File: src/rtl/mcpu_ram_pkg.sv
// ---------------------------------------------------------------------------
// mcpu_ram_pkg : shared defaults, FSM encoding and port IDs for the RAM arbiter
// Revision 1.0
// ---------------------------------------------------------------------------
`default_nettype none

package mcpu_ram_pkg;

  localparam int WORD_SIZE_DEF  = 8;
  localparam int ADDR_WIDTH_DEF = 8;

  typedef enum logic [1:0] {
    ST_IDLE = 2'd0,
    ST_ACC  = 2'd1,
    ST_RSP  = 2'd2
  } state_e;

  localparam logic PORT_I = 1'b0;
  localparam logic PORT_D = 1'b1;

endpackage

`default_nettype wire

File: src/rtl/mcpu_rr_pick2.sv
// ---------------------------------------------------------------------------
// mcpu_rr_pick2 : combinational two-way round-robin pick (fetch vs data port)
// Revision 1.0
// ---------------------------------------------------------------------------
`default_nettype none

module mcpu_rr_pick2
  import mcpu_ram_pkg::*;
(
  input  logic req_i,
  input  logic req_d,
  input  logic last_grant,
  output logic grant,
  output logic grant_valid
);

  always_comb begin
    grant_valid = req_i | req_d;
    grant       = PORT_I;
    if (req_i && req_d) begin
      // On a tie the port that lost the previous grant goes first.
      grant = (last_grant == PORT_I) ? PORT_D : PORT_I;
    end else if (req_d) begin
      grant = PORT_D;
    end
  end

endmodule

`default_nettype wire

File: src/rtl/mcpu_ram_arbiter.sv
// ---------------------------------------------------------------------------
// mcpu_ram_arbiter : shares one single-port RAM between fetch and data ports
// Revision 1.0
// ---------------------------------------------------------------------------
`default_nettype none

module mcpu_ram_arbiter
  import mcpu_ram_pkg::*;
#(
  parameter int WORD_SIZE  = WORD_SIZE_DEF,
  parameter int ADDR_WIDTH = ADDR_WIDTH_DEF
) (
  input  logic                  clk,
  input  logic                  rst_n,
  input  logic                  i_req,
  input  logic [ADDR_WIDTH-1:0] i_addr,
  output logic                  i_ack,
  output logic [WORD_SIZE-1:0]  i_rdata,
  input  logic                  d_req,
  input  logic                  d_we,
  input  logic [ADDR_WIDTH-1:0] d_addr,
  input  logic [WORD_SIZE-1:0]  d_wdata,
  output logic                  d_ack,
  output logic [WORD_SIZE-1:0]  d_rdata,
  output logic                  ram_we,
  output logic                  ram_re,
  output logic [ADDR_WIDTH-1:0] ram_addr,
  output logic [WORD_SIZE-1:0]  ram_wdata,
  input  logic [WORD_SIZE-1:0]  ram_rdata,
  output logic                  busy
);

  state_e                  state_q,      state_d;
  logic                    last_grant_q, last_grant_d;
  logic                    gnt_q,        gnt_d;
  logic                    ram_we_q,     ram_we_d;
  logic                    ram_re_q,     ram_re_d;
  logic [ADDR_WIDTH-1:0]   ram_addr_q,   ram_addr_d;
  logic [WORD_SIZE-1:0]    ram_wdata_q,  ram_wdata_d;
  logic                    i_ack_q,      i_ack_d;
  logic                    d_ack_q,      d_ack_d;
  logic [WORD_SIZE-1:0]    i_rdata_q,    i_rdata_d;
  logic [WORD_SIZE-1:0]    d_rdata_q,    d_rdata_d;
  logic                    busy_q,       busy_d;

  logic pick;
  logic pick_valid;

  mcpu_rr_pick2 u_pick (
    .req_i       (i_req),
    .req_d       (d_req),
    .last_grant  (last_grant_q),
    .grant       (pick),
    .grant_valid (pick_valid)
  );

  always_comb begin
    state_d      = state_q;
    last_grant_d = last_grant_q;
    gnt_d        = gnt_q;
    ram_we_d     = ram_we_q;
    ram_re_d     = ram_re_q;
    ram_addr_d   = ram_addr_q;
    ram_wdata_d  = ram_wdata_q;
    i_ack_d      = 1'b0;
    d_ack_d      = 1'b0;
    i_rdata_d    = i_rdata_q;
    d_rdata_d    = d_rdata_q;

    case (state_q)
      ST_IDLE: begin
        if (pick_valid) begin
          state_d      = ST_ACC;
          last_grant_d = pick;
          gnt_d        = pick;
          if (pick == PORT_I) begin
            ram_addr_d = i_addr;
            ram_re_d   = 1'b1;
          end else begin
            ram_addr_d = d_addr;
            if (d_we) begin
              ram_we_d    = 1'b1;
              ram_wdata_d = d_wdata;
            end else begin
              ram_re_d = 1'b1;
            end
          end
        end
      end
      ST_ACC: begin
        // RAM commits the write / presents read data at this edge.
        state_d  = ST_RSP;
        ram_we_d = 1'b0;
        ram_re_d = 1'b0;
        if (gnt_q == PORT_I) begin
          i_ack_d   = 1'b1;
          i_rdata_d = ram_rdata;
        end else begin
          d_ack_d = 1'b1;
          if (!ram_we_q) begin
            d_rdata_d = ram_rdata;
          end
        end
      end
      ST_RSP: begin
        state_d = ST_IDLE;
      end
      default: begin
        state_d  = ST_IDLE;
        ram_we_d = 1'b0;
        ram_re_d = 1'b0;
      end
    endcase

    busy_d = (state_d != ST_IDLE);
  end

  always_ff @(posedge clk) begin
    if (!rst_n) begin
      state_q      <= ST_IDLE;
      last_grant_q <= PORT_D;
      gnt_q        <= PORT_I;
      ram_we_q     <= 1'b0;
      ram_re_q     <= 1'b0;
      ram_addr_q   <= '0;
      ram_wdata_q  <= '0;
      i_ack_q      <= 1'b0;
      d_ack_q      <= 1'b0;
      i_rdata_q    <= '0;
      d_rdata_q    <= '0;
      busy_q       <= 1'b0;
    end else begin
      state_q      <= state_d;
      last_grant_q <= last_grant_d;
      gnt_q        <= gnt_d;
      ram_we_q     <= ram_we_d;
      ram_re_q     <= ram_re_d;
      ram_addr_q   <= ram_addr_d;
      ram_wdata_q  <= ram_wdata_d;
      i_ack_q      <= i_ack_d;
      d_ack_q      <= d_ack_d;
      i_rdata_q    <= i_rdata_d;
      d_rdata_q    <= d_rdata_d;
      busy_q       <= busy_d;
    end
  end

  assign i_ack     = i_ack_q;
  assign i_rdata   = i_rdata_q;
  assign d_ack     = d_ack_q;
  assign d_rdata   = d_rdata_q;
  assign ram_we    = ram_we_q;
  assign ram_re    = ram_re_q;
  assign ram_addr  = ram_addr_q;
  assign ram_wdata = ram_wdata_q;
  assign busy      = busy_q;

endmodule

`default_nettype wire
File: config.mk
export PLATFORM = sky130hd
export DESIGN_NAME = mcpu_ram_arbiter
export DESIGN_NICKNAME = d
export VERILOG_FILES = /design/src/rtl/mcpu_ram_pkg.sv /design/src/rtl/mcpu_rr_pick2.sv /design/src/rtl/mcpu_ram_arbiter.sv
export SDC_FILE = /design/constraint.sdc
export NUM_CORES = 1
export LEC_CHECK = 0
export CAP_MARGIN = 20
export CELL_PAD_IN_SITES_DETAIL_PLACEMENT = 1
export CELL_PAD_IN_SITES_GLOBAL_PLACEMENT = 1
export CORE_ASPECT_RATIO = 0.5
export CORE_MARGIN = 1.5
export CORE_UTILIZATION = 27
export CTS_CLUSTER_SIZE = 20
export DETAILED_ROUTE_END_ITERATION = 6
export PLACE_DENSITY_LB_ADDON = 0.15
export SLEW_MARGIN = 20
export SYNTH_ARGS = -nofsm -noshare
export SYNTH_HDL_FRONTEND = slang
export SYNTH_SLANG_ARGS = --single-unit
File: constraint.sdc
create_clock -name clk -period 1.3 [get_ports clk]
set_clock_uncertainty 0.1 [all_clocks]
set_input_delay 0.39 -clock clk [delete_from_list [all_inputs] [get_ports clk]]
set_output_delay 0.39 -clock clk [all_outputs]
set_load 0.005 [all_outputs]
==> results.txt <==
----------------------------------------------------
[Run status]
  Run status ... complete, but fails checks
  Violated checks ... negative setup slack

[Critical path]
  Worst path required time ... approximately 1.4 ns
  Sort of element at the end of the critical path ... register
  Critical path peak fanout ... 7
  Worst EP arrival ... 1.46 ns
  Beginning of the worst register-to-register path ... state_q[1]
  Startpoint-to-endpoint class of the critical path ... register to register
  Sort of element at the start of the critical path ... register
  Critical Path Source ... state_q[1]

[Route]
  Total DRC errors in the routed layout ... 0
  Post-detailed-route via-to-cell ratio ... 4.55
  Detailed router's first-iteration violation count ... 51
  Vias post-DR ... about 1600
  Antenna Violating Nets Remaining ... 0
  Total Wirelength ... ~5100 um
  Total iterations of the first detailed-routing run ... 4
  Routed length per instance ... roughly 15 um

[STA]
  Setup repair after global routing missed its margin ... true
  Count of final hold-check violations ... 0
  Actual slew at the worst max-slew pin ... 0.228 ns
  Minimum period implied by the final worst setup slack ... approximately 1.4 ns
  Setup TNS Final ... -0.810 ns
  Max Clock Freq ... between 0.7 and 0.8 GHz
  Pins Over Slew Limit ... 0
  Worst Setup Slack, final ... -0.0603 ns
  Final setup fails ... 30
  Fraction of the cycle the final worst path needs ... 1.05
  Max transition margin ... 0.848

[Synth]
  Gate count of the mapped netlist ... between 150 and 200
  Yosys synthesis warning count ... 0
  Largest cells by area after synthesis ... dfxtp_1 49%, mux2i_1 14%, nand2_1 7.4%, a311oi_2 7.2%, nor2_1 3.6%
  Yosys top cell area share ... 0.494
  Post-synth design cell area ... around 1700 um^2
  Sequential-to-total area share from yosys stat ... 0.494
  Flip-flop and latch count after synthesis ... 41
  Post-Syn Nets ... between 200 and 250
  Cell taking the most area after synthesis ... dfxtp_1
  Number of distinct library cell variants in the gate-level netlist after synthesis ... 27
  Avg Cell Area, Syn ... between 9 and 10 um^2

[Floorplan]
  Number of core rows ... 19
  Vertical die dimension ... between 50 and 60 um
  DIE WIDTH ... ~110 um
  Placeable core region ... approximately 5700 um^2
  Overall die area ... approximately 6700 um^2
  Initial Utilization ... 0.291
  Count of boundary I/O pins ... 74

[GRT]
  Global-route wire length before repair ... about 8400 um
  Total global routing overflow ... 0
  Number of antenna violations at the first check in global routing ... 0
  Largest net degree at the start of global routing ... 18
  Vias in the first global route ... 1740
  Overall fraction of global-route tracks in use ... 0.165

[Final layout]
  Most common library cell in the layout ignoring fill and taps ... dfxtp_2
  Final Net Count ... 310
  Most frequent cells in the layout ... 34 x dfxtp_2, 33 x nand2_1, 32 x clkdlybuf4s50_1
  Non-filler instance count after layout ... around 350
  Number of antenna repair diodes ... 0
  Syn-to-layout area delta ... 67.9%
  Share of cells above drive strength 1 ... 0.489
  Final core area utilization ... 0.489

[Clock network]
  Clock tree sinks ... ~40
  H-tree depth ... 2
  Buffer levels on the longest clock path ... 2
  Cell at the root of the clock tree ... clkbuf_16
  TritonCTS clock tree ... built
  Worst-path clk slew ... roughly 0.06 ns
  Number of buffers created by CTS ... 5
  Source-to-sink clock delay at the later pin of the worst-skew pair ... between 0.2 and 0.3 ns

[Power and ir drop]
  Static Leak ... ~1.2 nW
  Cell area power density ... ~1200 nW/um^2
  Maximum resistive drop on vdd ... 0.533 mV

[Place]
  Placed wire-length estimate ... approximately 3500 um
  RePlAce Congestion ... 0.731
  Number of placed cells counting well taps ... approximately 330
  Input/output buffers ... 73

[Flow run]
  Max_cap viols ... 0

[Hold path]
  Worst Hold Class ... register to register
  Startpoint of the tightest hold check path ... ram_wdata[3]

----------------------------------------------------
[Yosys cell counts]
master,instances
nor2b_1,2
mux2i_1,24
and3_1,2
buf_6,3
nand2_1,33
a311oi_2,8
a21boi_2,1
and2_1,3
nor2_1,16
nor2_2,1
a21boi_1,1
clkbuf_1,4
dfxtp_1,41
nand2b_1,1
inv_1,2
a21oi_1,10
and4bb_1,1
and4_1,1
buf_2,3
a21bo_1,1
nor3_1,2
or2_1,2
o21ai_0,1
buf_4,1
o211ai_1,1
nor3b_2,1
o21a_1,2
[state kept, by name (all words and copies together), names as in the netlist, 2 cells and up]
name / flops
ram_addr: 8
ram_wdata: 8
d_rdata: 8
state_q: 2
i_rdata: 8
[area by class of cell]
type / count / area (um^2)
clock inverter: 3 / 17.5
fill: 664 / 2910
timing repair buffer: 109 / 876
clock buffer: 5 / 125
multi-input combinational: 114 / 803
tap: 73 / 91.3
sequential: 41 / 871
inverter: 2 / 7.51
[through the flow]
| stage | area, um^2 | power (mW) | hold slack (ns) | setup slack [ns] |
|---|---|---|---|---|
| after CTS | 2810 | 3.28 | 0.360 | -0.0431 |
| final | 2790 | 3.27 | 0.355 | -0.0603 |
| after detailed placement | 2630 | 2.05 | 0.356 | -0.656 |
| after global routing | 2790 | 3.42 | 0.381 | -0.120 |
| after floorplan | 1660 | 1.67 | 0.351 | 0.0348 |
| after global placement | 2630 | 2.04 | 0.342 | -0.620 |
[power breakdown]
group / switching, mW / total, mW / internal, mW
Sequential: 0.0460 / 1.40 / 1.35
Clock: 0.518 / 1.22 / 0.704
Combinational: 0.270 / 0.649 / 0.379
Total: 0.834 / 3.27 / 2.43
[kinds of logic after synthesis]
family | after synthesis | synth area share
AOI/OAI and AO/OA | 25 | 0.136
buffers and inverters | 13 | 0.0474
and+or+nand+nor | 65 | 0.178
DFF | 41 | 0.494
muxes | 24 | 0.144
[path summary, 6_finish.rpt]
check        slack, ns  cells past startpoint      endpoint
max              -0.06                      5  ram_wdata[4]
min               0.35                      2  ram_wdata[3]
min reg2reg       0.35                      2  ram_wdata[3]
max reg2reg      -0.06                      5  ram_wdata[4]
[what timing repair did]
action / 4_1_cts / 5_1_grt
pin swaps: 0 / 3
endpoints found under the hold margin: 0 / 0
buffers inserted: 6 / 5
gates resized for setup: 174 / 26
setup endpoints to repair: 74 / 45
hold buffers: 0 / 0
cloned: 0 / 1
[worst max-delay path, stage by stage (launching register included)]
cell     delay (ns)
dfxtp_4        0.34
buf_4          0.14
nor2_4         0.12
and4_4         0.26
buf_8          0.14
mux2i_1        0.19
[metal layers]
| metal | vias up | track usage | wire (um) |
|---|---|---|---|
| met3 | 4 | 0.0546 | 341 |
| met4 | 0 | 0.0482 | 29 |
| met1 | 744 | 0.190 | 2290 |
| met5 | - | 0 | 0 |
| met2 | 47 | 0.299 | 2440 |
| li1 | 783 | - | - |
Power figures use the tool's default switching activity.
